==> src/rtl/vending_machine_param.sv <==
// vending_machine_param: single-product vending controller.
// Accepts 0.5/1-yuan coins until PRICE is reached, vends one drink, then
// pays back any overpayment or cancelled credit serially, one coin per cycle.
// All outputs are registered and respond one cycle after the sampled input.
//
// Ports:
//   clk        system clock, rising edge
//   rstn       asynchronous active-low reset
//   coin       00 none, 01 = 0.5 yuan, 10 = 1 yuan, 11 = invalid
//   cancel     refund the current credit
//   restock    reload the stock counter to STOCK_INIT
//   sell       one-cycle pulse: dispense one drink
//   change_05  one-cycle pulse: eject one 0.5-yuan coin
//   change_10  one-cycle pulse: eject one 1-yuan coin
//   coin_rej   one-cycle pulse: inserted coin returned
//   busy       high while change is being dispensed
//   sold_out   high while stock == 0
//   credit     accepted credit in 0.5-yuan units
module vending_machine_param #(
   parameter int unsigned PRICE      = 4,
   parameter int unsigned CW         = 4,
   parameter int unsigned SW         = 4,
   parameter int unsigned STOCK_INIT = 8
) (
   input  logic          clk,
   input  logic          rstn,
   input  logic [1:0]    coin,
   input  logic          cancel,
   input  logic          restock,
   output logic          sell,
   output logic          change_05,
   output logic          change_10,
   output logic          coin_rej,
   output logic          busy,
   output logic          sold_out,
   output logic [CW-1:0] credit
);

   // One extra bit so credit + coin value can be compared against PRICE.
   localparam logic [CW:0]   PRICE_W = (CW+1)'(PRICE);
   localparam logic [SW-1:0] STOCK_W = SW'(STOCK_INIT);

   typedef enum logic {
      IDLE   = 1'b0,
      CHANGE = 1'b1
   } state_t;

   state_t        state, state_nxt;
   logic [CW-1:0] rem, rem_nxt;
   logic [CW-1:0] credit_nxt;
   logic [SW-1:0] stock, stock_nxt;
   logic          sell_nxt, c05_nxt, c10_nxt, rej_nxt;
   logic          coin_ok;
   logic [CW:0]   coin_val;
   logic [CW:0]   sum;

   // Next-state, datapath and pulse decisions.
   always_comb begin
      state_nxt  = state;
      rem_nxt    = rem;
      credit_nxt = credit;
      stock_nxt  = stock;
      sell_nxt   = 1'b0;
      c05_nxt    = 1'b0;
      c10_nxt    = 1'b0;
      rej_nxt    = 1'b0;

      coin_ok  = (coin == 2'b01) || (coin == 2'b10);
      coin_val = (coin == 2'b10) ? (CW+1)'(2) : (CW+1)'(1);
      sum      = {1'b0, credit} + coin_val;

      case (state)
         IDLE: begin
            if (cancel && (credit != '0)) begin
               // Refund wins over any coin offered in the same cycle.
               rem_nxt    = credit;
               credit_nxt = '0;
               state_nxt  = CHANGE;
               rej_nxt    = (coin != 2'b00);
            end else if ((coin == 2'b11) || ((coin != 2'b00) && sold_out)) begin
               rej_nxt = 1'b1;
            end else if (coin_ok) begin
               if (sum < PRICE_W) begin
                  credit_nxt = sum[CW-1:0];
               end else begin
                  sell_nxt   = 1'b1;
                  stock_nxt  = stock - SW'(1);
                  credit_nxt = '0;
                  rem_nxt    = CW'(sum - PRICE_W);
                  if (sum != PRICE_W) begin
                     state_nxt = CHANGE;
                  end
               end
            end
         end
         CHANGE: begin
            // Cancel is ignored here; coins are bounced.
            rej_nxt = (coin != 2'b00);
            if (rem >= CW'(2)) begin
               c10_nxt = 1'b1;
               rem_nxt = rem - CW'(2);
            end else begin
               c05_nxt = 1'b1;
               rem_nxt = rem - CW'(1);
            end
            // Leave on the edge that issues the final coin.
            if (rem <= CW'(2)) begin
               state_nxt = IDLE;
            end
         end
         default: begin
            state_nxt = IDLE;
         end
      endcase

      // Restock overrides a same-cycle sell decrement.
      if (restock) begin
         stock_nxt = STOCK_W;
      end
   end

   // State, datapath and registered outputs.
   always_ff @(posedge clk or negedge rstn) begin
      if (!rstn) begin
         state     <= IDLE;
         rem       <= '0;
         credit    <= '0;
         stock     <= STOCK_W;
         sell      <= 1'b0;
         change_05 <= 1'b0;
         change_10 <= 1'b0;
         coin_rej  <= 1'b0;
         busy      <= 1'b0;
         sold_out  <= (STOCK_W == '0);
      end else begin
         state     <= state_nxt;
         rem       <= rem_nxt;
         credit    <= credit_nxt;
         stock     <= stock_nxt;
         sell      <= sell_nxt;
         change_05 <= c05_nxt;
         change_10 <= c10_nxt;
         coin_rej  <= rej_nxt;
         busy      <= (state_nxt == CHANGE);
         sold_out  <= (stock_nxt == '0);
      end
   end

endmodule

==> config.mk <==
export PLATFORM = sky130hd
export DESIGN_NAME = vending_machine_param
export DESIGN_NICKNAME = d
export VERILOG_FILES = /design/src/rtl/vending_machine_param.sv
export SDC_FILE = /design/constraint.sdc
export NUM_CORES = 1
export LEC_CHECK = 0
export CORE_UTILIZATION = 29
export CTS_BUF_LIST = sky130_fd_sc_hd__clkbuf_4 sky130_fd_sc_hd__clkbuf_8
export DETAILED_ROUTE_END_ITERATION = 10
export GPL_ROUTABILITY_DRIVEN = 0
export MAX_ROUTING_LAYER = met4
export PLACE_DENSITY = 0.53
export SETUP_SLACK_MARGIN = 0.02
export SLEW_MARGIN = 20
export SYNTH_ARGS = -nofsm -noshare
export SYNTH_HDL_FRONTEND = slang
export SYNTH_SLANG_ARGS = --single-unit
==> constraint.sdc <==
create_clock -name clk -period 2.45 [get_ports clk]
set_clock_uncertainty 0.15 [all_clocks]
set_input_delay 0.3675 -clock clk [delete_from_list [all_inputs] [get_ports clk]]
set_output_delay 0.3675 -clock clk [all_outputs]
set_load 0.02 [all_outputs]
[After elaboration in Yosys (flattened, before gate mapping)]
Index checks and enable logic that the tools add are counted.
Word-level totals
  register bits: 18
  bits of input ports: 6
  word-level logic and storage cells: 72
Operators by class
  add/subtract/negate cells: 5
  $lt $le $gt $ge: 3
  equality and inequality tests: 8
  mux-type cells: 36
  bitwise gates (word level): 1
  reduce and logical (&&, ||, !) cells: 10
Operators with widths (count)
  $mux W4: 15
  $mux W1: 17
  $ne A3 B3 Y1 const B: 3
  $pmux W4 S2: 1
  $sub A4 B1 Y4 const B: 2
  $reduce_and A3 Y1: 2
  $add A4 B2 Y5: 1
  $lt A5 B3 Y1 const B: 1
  $ne A5 B3 Y1 const B: 1
  $eq A2 B2 Y1 const B: 2
  $ge A4 B2 Y1 const B: 1
  $le A4 B2 Y1 const B: 1
  $logic_not A4 Y1: 1
  $pmux W1 S2: 2
  $reduce_bool A2 Y1: 2
  $reduce_bool A4 Y1: 1
  $sub A4 B2 Y4 const B: 1
  $sub A4 B3 Y4 const B: 1
  $eq A2 B1 Y1 const B: 1
  $logic_and A1 B1 Y1: 2
  $logic_or A1 B1 Y1: 2
  $mux W2: 1
  $ne A2 B2 Y1 const B: 1
  $not A1 Y1: 1

[Depth between registers and ports, before layout]
  depth in word-level cells: 11
  mapped depth: 12
  gate-level depth less buffers: 11

[Worst setup path before layout]
Ideal clock, no wire load.
  path type: input -> register
  start: input coin[0]
  end: register sold_out
  library setup time: 0.087 ns
  arrival time: 2.423 ns
  data required time: 2.213 ns
  slack: -0.210 ns
  stages: 11
  path buffers: 0
  cell sequence: inv_1 ha_1 inv_1 ha_1 fa_1 and2_1 a21oi_4 o211ai_4 o21ai_1 or3b_4 a211oi_2
On the way
  word-level cells in the longest chain between the ends: 11
Ends and longest elaborated chain
  start, declared: line 27  | input logic [1:0] coin,
  $eq A2 B2 Y1: line 68, 69
  $mux W2: line 69  | coin_val = (coin == 2'b10) ? (CW+1)'(2) : (CW+1)'(1);
  $add A4 B2 Y5: line 70  | sum = {1'b0, credit} + coin_val;
  $lt A5 B3 Y1: line 83  | if (sum < PRICE_W) begin
  $mux W4: line 83
  $mux W4: line 82  | end else if (coin_ok) begin
  $mux W4 (*): line 80  | end else if ((coin == 2'b11) || ((coin != 2'b00) && sold_out)) begin
  $mux W4 (*): line 74  | if (cancel && (credit != '0)) begin
  $mux W4 (*): line 72  | case (state)
  $mux W4 (*): line 117  | if (restock) begin
  net stock_nxt[3]: line 51  | logic [SW-1:0] stock, stock_nxt;
  $logic_not A4 Y1 (*): line 145  | sold_out <= (stock_nxt == '0);
  end signal, assigned: line 134  | sold_out <= (STOCK_W == '0);
  end signal, assigned: line 145
  end, declared: line 35  | output logic sold_out,
The timed path passes the listed nets; every way through them passes the cells marked *.
A chain may end at the register's enable or synchronous reset.

[Worst setup path in the final report]
  start: register credit[0]
  end: register rem[3]
On the way
  word-level cells in the longest chain between the ends: 7
Ends and longest elaborated chain
  start, declared: line 36  | output logic [CW-1:0] credit
  start signal, assigned: line 138  | credit <= credit_nxt;
  $add A4 B2 Y5: line 70
  $sub A4 B3 Y4: line 89  | rem_nxt = CW'(sum - PRICE_W);
  $mux W4: line 83
  $mux W4: line 82
  $mux W4: line 80
  $mux W4: line 74
  $pmux W4 S2: line 72
  end signal, assigned: line 137  | rem <= rem_nxt;
  end, declared: line 49  | logic [CW-1:0] rem, rem_nxt;
Parallel ways exist; a longest one is shown, timed or not. The select of a mux whose other input is x is not followed.

==> metrics <==
outcome finished clean; Top FF cell, synth dfrtp_1; largest family of logic cells by synthesized area compound AO/OA/AOI/OAI gates; Initial DRC Count 45; Synth Area in Adders 0.132; Routed WL 2590 um; internal reg-to-reg setup slack 0.13 ns; CP Capture Type flip-flop; Critical Path Start Type flip-flop; proportion of synthesized area in mux cells 0; via count 989; first-pass iteration count of the detailed router 4; clk slew on worst S/H paths 0.07 ns; Die H 66.3 um; Fin Setup TNS 0 ns; worst-path fanout max 3; Mapped Nets 136; count of pins over their slew limit 0; die width 66.3 um; pwr dens 928 nW/um2; Synth area leaders dfrtp_1, ha_1, inv_1; Via density 4.95; top-count cell post-synth dfrtp_1; total congestion overflow 0; critical path class reg -> reg; Overall Global Routing Usage 0.144; Synth cell types 45; # DRC 0; Fmax 0.431 GHz; max cap viols 0; Seq/Total Area, Yosys 0.377; HP Class in -> async; Synth top area share 0.355; die area 4390 um2; YS warnings 0; Syn-to-layout area delta 36.1%; global-route wire length before repair 4620 um; ANT nets after route 0; Synth Area in Compound Gates 0.222; pre-CTS setup slack -0.711 ns; Data arrival, critical path 2.30 ns; Cell Area, Synth 1200 um2; fin nets 171; vias in the first global route 1027; share of layout cells above drive strength 1 0.296; largest net degree at the start of global routing 16; Final Hold Fails 0; Peak VDD IR 0.343 mV; synthesized flop and latch total 18; Syn Inst Count 118; leakage power 0.000718 uW; area leader, netlist dfrtp_1; RSZ-0062 raised after global routing false; clock sink count 18; Simple-Gate Fraction of Synth Area 0.180; period utilisation layout 0.947; # setup viols final 0; most frequent cells after synthesis dfrtp_1, ha_1, inv_1; slew margin rel. 0.660; Root Driver clkbuf_8; Pwr Total 1510 uW; number of hold buffers added after CTS 0; PortBufs 15; number of synthesized flops with an enable pin 0; Antenna Cells 0; XOR/XNOR Fraction of Synth Area 0.0366; io pins 16; Inserted Clock Buffers 3; initial antenna violation count 0; # fillers 358; CTS tree built; ys async rst share 1.00; WL/cell 12.9 um; Syn Area/Cell 10.1 um2; row count 22; clock buffer depth 2; H-tree Lvls 1; worst slew pin tran 0.508 ns; Clock Latency Late Sink 0.25 ns; Initial Util 0.315; PnR worst setup slack 0.129 ns; Tmin final 2.32 ns; required time of the critical path 2.43 ns; Detail Placement HPWL 2070 um; total core area 3800 um2
[report_power, final]
part	internal, uW	switching, uW
clock	126	95.7
sequential	384	88.6
combinational	415	403
[through the flow]
stage	utilization	hold slack, ns	area [um2]	instances
after global routing	0.429	0.344	1630	200
after CTS	0.423	0.307	1610	199
final	0.429	0.300	1630	200
after global placement	0.409	0.364	1550	194
after floorplan	-	-0.0781	1240	118
after detailed placement	0.409	0.375	1550	194
[layout make-up]
type / count / area [um2] / share of cell area
inverter: 10 / 50.0 / 0.0307
tap: 48 / 60.1 / 0.0369
timing repair buffer: 34 / 289 / 0.177
multi-input combinational: 86 / 728 / 0.447
clock buffer: 4 / 48.8 / 0.0300
sequential: 18 / 453 / 0.278
[cell families (layout without fill, tap and decap cells)]
family | count (synthesis) | in the layout
simple gates | 38 | 38
compound gates | 31 | 31
flops | 18 | 18
buf+inv | 14 | 48
fa+ha+maj | 12 | 12
xor+xnor | 5 | 5
[cell usage in the layout, fill, tap and decap left out, types with 2 or more instances in the layout]
cell             instances
o21ai_1                  2
o21ai_0                  4
nor3_1                   3
nand3_1                  4
a22o_1                   2
buf_4                   19
o31ai_1                  2
a21oi_1                  5
ha_4                     2
nor2b_1                  4
dfrtp_1                 16
and2_4                   2
clkbuf_8                 3
nand2_1                  6
inv_1                    8
a211oi_2                 2
nor2_1                   6
xnor2_1                  3
ha_1                     9
and2_1                   3
xor2_1                   2
clkdlybuf4s50_1         13
[sequential cells by signal, summed over array words and instances, names as in the netlist]
register	count
rem	4
change_05	1
sell	1
coin_rej	1
sold_out	1
credit	4
state	1
stock	4
change_10	1
[worst paths after layout]
check,from,to,cells past startpoint
setup / recovery,credit[0],rem[3],8
hold / removal,rstn,credit[1],1
setup reg to reg,credit[0],rem[3],8
hold reg to reg,rem[2],rem[2],2
max in group asynchronous,rstn,rem[3],2
min in group clk,rem[2],rem[2],2
[metal layers]
layer,GRT usage,up-vias,routed length [um]
li1,-,488,-
met1,0.175,477,1190
met2,0.230,20,1250
met3,0.0483,4,110
met5,-,-,0
met4,0.0319,0,30
[worst max-delay path: stages, from the launching register on]
cell	delay (ns)
dfrtp_2	0.43
ha_4	0.17
fa_2	0.38
buf_4	0.16
xor2_1	0.15
ha_1	0.27
o21a_1	0.20
nor3_1	0.18
o22ai_1	0.10
[repair_timing]
action | in CTS | in global routing
gates resized for setup | 8 | 8
pin swaps | 2 | 7
endpoints found under the setup margin | 13 | 7
setup buffers | 1 | 1
Note: power is estimated with default switching activity, not from simulation.
